<file path="config.mk">
export PLATFORM = sky130hd
export DESIGN_NAME = spi_mux_master
export DESIGN_NICKNAME = d
export VERILOG_FILES = /design/src/rtl/spi_mux_master.sv
export SDC_FILE = /design/constraint.sdc
export NUM_CORES = 1
export LEC_CHECK = 0
export ABC_AREA = 1
export ABC_CLOCK_PERIOD_IN_PS = 3000
export CAP_MARGIN = 40
export CORE_UTILIZATION = 58
export DETAILED_ROUTE_END_ITERATION = 10
export GPL_ROUTABILITY_DRIVEN = 0
export HOLD_SLACK_MARGIN = 0.05
export PLACE_DENSITY = 0.92
export RECOVER_POWER = 25
export SYNTH_ARGS = -nofsm -noshare
export SYNTH_HDL_FRONTEND = slang
export SYNTH_SLANG_ARGS = --single-unit
</file>
<file path="constraint.sdc">
create_clock -name clk -period 3 [get_ports clk]
set_input_delay 0.9 -clock clk [delete_from_list [all_inputs] [get_ports clk]]
set_output_delay 0.9 -clock clk [all_outputs]
set_load 0.05 [all_outputs]
</file>
<file path="src/rtl/spi_mux_master.sv">
// SPI mode-0, LSB-first initiator that sends one select byte per chip-select frame
// to the LED output multiplexer and returns the byte captured on MISO.
module spi_mux_master #(
  parameter int CLK_DIV  = 4,  // SCK half-period in clk cycles, 1..255
  parameter int CS_SETUP = 2,  // nCS fall to first SCK rise, 1..255
  parameter int CS_HOLD  = 2,  // last SCK fall to nCS rise, 1..255
  parameter int IDLE_GAP = 2   // nCS-high cycles before the next accept, 0..255
) (
  input  logic       clk,
  input  logic       reset,
  input  logic [7:0] tx_data,
  input  logic       tx_valid,
  output logic       tx_ready,
  output logic       busy,
  output logic       spi_nCS,
  output logic       spi_sck,
  output logic       spi_mosi,
  input  logic       spi_miso,
  output logic [7:0] rx_data,
  output logic       done
);

  typedef enum logic [2:0] {
    IDLE,
    SETUP,
    SCK_HI,
    SCK_LO,
    HOLD,
    GAP
  } state_t;

  // Terminal counts for div_cnt; each phase ends when div_cnt reaches param-1.
  localparam logic [7:0] SETUP_LAST = 8'(CS_SETUP - 1);
  localparam logic [7:0] DIV_LAST   = 8'(CLK_DIV - 1);
  localparam logic [7:0] HOLD_LAST  = 8'(CS_HOLD - 1);
  localparam logic [7:0] GAP_LAST   = 8'(IDLE_GAP - 1);
  localparam bit         SKIP_GAP   = (IDLE_GAP == 0);

  state_t     state, state_n;
  logic [7:0] div_cnt, div_cnt_n;
  logic [2:0] bit_cnt, bit_cnt_n;
  logic [7:0] tx_shift, tx_shift_n;
  logic [7:0] rx_shift, rx_shift_n;
  logic       ncs_n, sck_n, mosi_n, done_n;
  logic [7:0] rx_data_n;

  assign tx_ready = reset & (state == IDLE);
  assign busy     = (state != IDLE);

  // NOTE: every variable gets its hold/default value before the case statement,
  // so no path through this block can leave one unassigned and infer a latch.
  always_comb begin
    state_n    = state;
    div_cnt_n  = div_cnt + 8'd1;
    bit_cnt_n  = bit_cnt;
    tx_shift_n = tx_shift;
    rx_shift_n = rx_shift;
    ncs_n      = spi_nCS;
    sck_n      = spi_sck;
    mosi_n     = spi_mosi;
    rx_data_n  = rx_data;
    done_n     = 1'b0;

    case (state)
      IDLE: begin
        div_cnt_n = 8'd0;
        if (tx_valid && tx_ready) begin
          tx_shift_n = tx_data;
          ncs_n      = 1'b0;
          mosi_n     = tx_data[0];
          bit_cnt_n  = 3'd0;
          state_n    = SETUP;
        end
      end

      SETUP: begin
        if (div_cnt == SETUP_LAST) begin
          div_cnt_n = 8'd0;
          sck_n     = 1'b1;
          state_n   = SCK_HI;
        end
      end

      SCK_HI: begin
        if (div_cnt == DIV_LAST) begin
          // MISO is captured on the same edge that drops SCK.
          div_cnt_n            = 8'd0;
          sck_n                = 1'b0;
          rx_shift_n[bit_cnt]  = spi_miso;
          if (bit_cnt == 3'd7) begin
            state_n = HOLD;
          end else begin
            bit_cnt_n = bit_cnt + 3'd1;
            mosi_n    = tx_shift[bit_cnt_n];
            state_n   = SCK_LO;
          end
        end
      end

      SCK_LO: begin
        if (div_cnt == DIV_LAST) begin
          div_cnt_n = 8'd0;
          sck_n     = 1'b1;
          state_n   = SCK_HI;
        end
      end

      HOLD: begin
        if (div_cnt == HOLD_LAST) begin
          div_cnt_n = 8'd0;
          ncs_n     = 1'b1;
          mosi_n    = 1'b0;
          rx_data_n = rx_shift;
          done_n    = 1'b1;
          state_n   = SKIP_GAP ? IDLE : GAP;
        end
      end

      GAP: begin
        if (div_cnt == GAP_LAST) begin
          div_cnt_n = 8'd0;
          state_n   = IDLE;
        end
      end

      default: begin
        div_cnt_n = 8'd0;
        state_n   = IDLE;
      end
    endcase
  end

  // NOTE: sequential state uses non-blocking assignments so every register
  // samples the pre-edge values computed above, independent of statement order.
  always_ff @(posedge clk) begin
    if (!reset) begin
      state    <= IDLE;
      div_cnt  <= 8'd0;
      bit_cnt  <= 3'd0;
      tx_shift <= 8'd0;
      rx_shift <= 8'd0;
      spi_nCS  <= 1'b1;
      spi_sck  <= 1'b0;
      spi_mosi <= 1'b0;
      rx_data  <= 8'd0;
      done     <= 1'b0;
    end else begin
      state    <= state_n;
      div_cnt  <= div_cnt_n;
      bit_cnt  <= bit_cnt_n;
      tx_shift <= tx_shift_n;
      rx_shift <= rx_shift_n;
      spi_nCS  <= ncs_n;
      spi_sck  <= sck_n;
      spi_mosi <= mosi_n;
      rx_data  <= rx_data_n;
      done     <= done_n;
    end
  end

endmodule
</file>
Yosys cells after proc, flatten, opt, wreduce, memory -nomap -nowiden
Cells that the tools add are included.
Cells by class
  $lt $le $gt $ge: 3
  add/sub/neg operators: 2
  mux-type cells: 32
  equal/unequal tests: 15
  reduce and logical (&&, ||, !) cells: 19
  bitwise operators: 1
Operators with widths (number)
  3-bit two-way mux: 10
  3-bit one-hot mux with 6 select lines: 1
  8-bit two-way mux: 2
  8-bit one-hot mux with 2 select lines: 1
  2-bit != test (second input constant): 6
  1-bit two-way mux: 11
  3-bit equality test (second input constant): 3
  3-bit nonzero test: 3
  8-bit by 1-bit adder with 8-bit output (second input constant): 1
  8-bit bitwise mux: 1
  8-bit by 1-bit equality test with 1-bit output (second input constant): 1
  8-bit by 2-bit equality test with 1-bit output (second input constant): 1
  3-bit by 4-bit less-than comparator with 1-bit output (second input constant): 2
  2-bit AND reduction: 4
  4-bit AND reduction: 2
  3-bit by 2-bit equality test with 1-bit output (second input constant): 2
  1-bit one-hot mux with 3 select lines: 2
  3-bit one-hot mux with 2 select lines: 1
  6-bit AND reduction: 1
  5-bit AND reduction: 1
  2-bit nonzero test: 2
  3-bit by 1-bit adder with 3-bit output (second input constant): 1
  1-bit binary-select mux with 3-bit select: 1
  1-bit demux with 3-bit select: 1
  other kinds (10): 11
Storage, ports and cells
  input port bits: 12
  logic and storage cells: 82
  bits in registers: 42

Depth between registers and ports, before layout
  word-level depth: 6
  gate-level depth with buffers: 9
  gate-level depth less buffers: 9

Worst setup path before layout
Ideal clock, no wire load.
  kind: input-to-output
  start: input reset
  end: output tx_ready
  arrival time: 1.581 ns
  buffers on the path: 1
  path slack: 0.519 ns
  stages on the path: 3
  path through: inv_1 buf_2 nor2_2
Between the ends
  longest elaborated chain between the ends: 1
Ends and longest elaborated chain
  start: declaration: line 10  | input logic reset,
  1-bit AND: line 47  | assign tx_ready = reset & (state == IDLE);
  end: declaration: line 13  | output logic tx_ready,
Every way passes these cells.

Final worst setup path
Ends and elaborated chain as after synthesis.

==> summary.md <==
| Metric | Value |
|---|---|
| Run status | `finished clean` |
| Final instance area | `2330 um^2` |
| Commonest register cell after synthesis | `sky130_fd_sc_hd__dfxtp_1` |
| Top cells by area in the synthesized netlist | `sky130_fd_sc_hd__dfxtp_1, sky130_fd_sc_hd__nand2_1, sky130_fd_sc_hd__nor2_1, sky130_fd_sc_hd__nand3_1, sky130_fd_sc_hd__a21oi_1` |
| Synthesized cell area | `2010 um^2` |
| Count of flip-flops with a built-in enable after synthesis | `0` |
| Number of clock sinks | `42` |
| Number of design-rule violations left by the first detailed-router iteration | `62` |
| Ratio of cells with drive above 1 in the final layout | `11.9%` |
| Area used by multi-input combinational logic | `1020 um^2` |
| VDD IR max | `0.683 mV` |
| Finish-stage setup viols | `0` |
| Final-report hold violation count | `0` |
| Worst slew pin tran | `0.847 ns` |
| Post-CTS setup buffer count | `0` |
| Clock Path Buffers | `2` |
| Path class of the lowest-slack min-delay path | `reg -> reg` |
| Cell Count, Final, Fillers Out | `337` |
| Layout Area Growth over Synthesis | `16.3%` |
| Clock latency reported for the late side of the worst-skew pair | `0.34 ns` |
| Global Route Usage Sum | `24.7%` |
| Kind of start point of the critical path | `input port` |
| Share of the yosys chip area belonging to registers | `41.9%` |
| Required @ worst endpoint | `2.10 ns` |
| Input/output buffers | `25` |
| Total number of nets in the final design | `308` |
| Sequential cell area | `841 um^2` |
| RSZ-0062 raised after global routing | `no` |
| Area share of the leading cell type in the synthesized netlist | `41.9%` |
| Filler cell count in the final layout | `269` |
| Antenna Nets Post-Route | `0` |
| Power Total | `1.63 mW` |
| Critical Path End | `tx_ready` |
| Core Region | `3180 um^2` |
| Post-route setup slack | `0.226 ns` |
| Number of buffers created by CTS | `5` |
| Maximum number of pins on one net before global-route repair | `21` |
| DRC violations left | `0` |
| Syn Nets | `280` |
| Cell type with the largest total area after synthesis | `sky130_fd_sc_hd__dfxtp_1` |
| Average detailed-routed wire length per instance | `11.9 um` |
| First-pass GRT wire length | `6.78 mm` |
| Die width | `60.8 um` |
| Clock transition at path regs | `0.12 ns` |
| Largest fanout on the critical path | `2` |
| Vias in the first global route | `1593` |
| Cell with the most instances after synthesis | `sky130_fd_sc_hd__nand2_1` |
| Number of instances in the synthesized netlist | `264` |
| Synth async-reset ratio | `0%` |
| Antenna violations before repair | `0` |
| Pwr Density | `699 nW/um^2` |
| Final wirelength | `4.02 mm` |
| Final critical-path required period | `2.77 ns` |
| Classification of the worst setup path | `in -> out` |
| Clock H-tree levels | `2` |
| Rel. slew slack | `43.6%` |
| CP Capture Type | `output port` |
| Number of top-level pins | `26` |
| Count of unique library cells instantiated by Yosys | `32` |
| Slew Viols, Final | `0` |
| Register-to-register setup slack | `0.84 ns` |
| Cell area reported after detailed placement | `2310 um^2` |
| Count of antenna diodes in the layout | `0` |
| #FFs+latches synth | `42` |
| Most common library cells after synthesis | `sky130_fd_sc_hd__nand2_1, sky130_fd_sc_hd__dfxtp_1, sky130_fd_sc_hd__nor2_1, sky130_fd_sc_hd__nand3_1, sky130_fd_sc_hd__a21oi_1` |
| Detail-routed via count per cell | `5.37` |
| First-pass DRT Iterations | `4` |
| Synthesis Warnings | `0` |
| Avg Cell Area, Syn | `7.60 um^2` |
| Launching element of the worst setup path | `reset` |
| Total of hold buffers inserted after clock tree synthesis | `0` |
| Floorplan row count | `20` |
| Worst clock skew | `0.00870 ns` |
| Number of placed cells counting well taps | `329` |
| Overall via count from detail_route | `1810` |
| Fmax | `360 MHz` |
| Fraction of the cycle the final worst path needs | `92.5%` |
| Critical Path AT | `1.87 ns` |
| Vert. Die Dim | `60.8 um` |
| Worst slack, placed | `0.301 ns` |
| Buffer cell driving the clock tree root | `sky130_fd_sc_hd__clkbuf_4` |
| Area of the die | `3700 um^2` |
| Initial standard-cell utilization of the core | `63.1%` |
| Total negative slack | `0 ns` |
| Number of gates resized after CTS | `0` |
| Reg2Reg Depth | `8` |
| Leakage dissipation | `0.953 nW` |
| Overflow left after global routing | `0` |
| Clock tree from TritonCTS | `done` |
| Sum of net half-perimeters after detailed placement | `2.97 mm` |
| FF-to-FF Start | `div_cnt[0]` |
| Max-capacitance violation count | `0` |
| Endpoint of the worst-slack reg-to-reg timing path | `rx_shift[2]` |
area by class of cell:
type / instances / area share (%)
timing repair buffer: 27 / 11.6
inverter: 22 / 3.65
tap: 44 / 2.36
sequential: 42 / 36.1
multi-input combinational: 194 / 43.7
clock buffer: 7 / 2.36
clock inverter: 1 / 0.215
through the flow:
step                utilization, %  hold WS (ns)
finish                        73.4         0.473
global route                  73.4         0.497
CTS                           74.5         0.477
detailed placement            72.6         0.459
global placement              72.6         0.447
floorplan                        -         0.433
state kept, by name, indices dropped and copies added (netlist names):
signal and cells:
rx_shift 8, tx_shift 8, rx_data 8, div_cnt 8, state 3, spi_nCS 1
bit_cnt 3, done 1, spi_sck 1, spi_mosi 1
cell usage in the layout, fill, tap and decap left out, types with 7 or more instances in the layout:
cell and n:
sky130_fd_sc_hd__nand2_1 58, sky130_fd_sc_hd__a21oi_1 17, sky130_fd_sc_hd__dfxtp_1 42, sky130_fd_sc_hd__nand3_1 24, sky130_fd_sc_hd__clkdlybuf4s50_1 23, sky130_fd_sc_hd__nor2_1 38
sky130_fd_sc_hd__a22o_1 8, sky130_fd_sc_hd__inv_1 16, sky130_fd_sc_hd__o21ai_1 7
where the power goes:
part	internal, mW	switching [mW]
Sequential	0.624	0.0609
Clock	0.114	0.175
Combinational	0.229	0.428
critical path, cell delays in order:
cell and delay [ns]:
sky130_fd_sc_hd__dlygate4sd3_1 0.54, sky130_fd_sc_hd__inv_1 0.07, sky130_fd_sc_hd__nor2_2 0.20, sky130_fd_sc_hd__buf_12 0.17
metal layers:
layer	vias up	global-route usage (%)	wire length, um
met5	-	0	0
met4	0	10.1	58
met3	8	6.18	223
met2	62	40.8	1840
met1	804	30.9	1900
li1	936	-	-
logic make-up (layout without fill, tap and decap cells):
| family | after synthesis | after routing | share of synthesized area, % |
|---|---|---|---|
| xor gates and xnor gates | 4 | 4 | 1.75 |
| AOI/OAI and AO/OA | 41 | 41 | 12.7 |
| and+or+nand+nor | 145 | 145 | 35.4 |
| buffers and inverters | 28 | 57 | 5.68 |
| DFF | 42 | 42 | 41.9 |
| adders and majority gates | 4 | 4 | 2.50 |
how the worst min path moves through the flow:
stage / start / to / depth (start not counted) / slack, ns
6_report: tx_shift[1] / tx_shift[1] / 2 / 0.47
3_5_place_dp: tx_shift[1] / tx_shift[1] / 2 / 0.46
2_1_floorplan: div_cnt[0] / div_cnt[0] / 1 / 0.43
5_1_grt: tx_shift[4] / tx_shift[4] / 2 / 0.50
3_3_place_gp: div_cnt[0] / div_cnt[0] / 1 / 0.45
4_1_cts: tx_shift[1] / tx_shift[1] / 2 / 0.48
(Power assumes the default switching activity.)
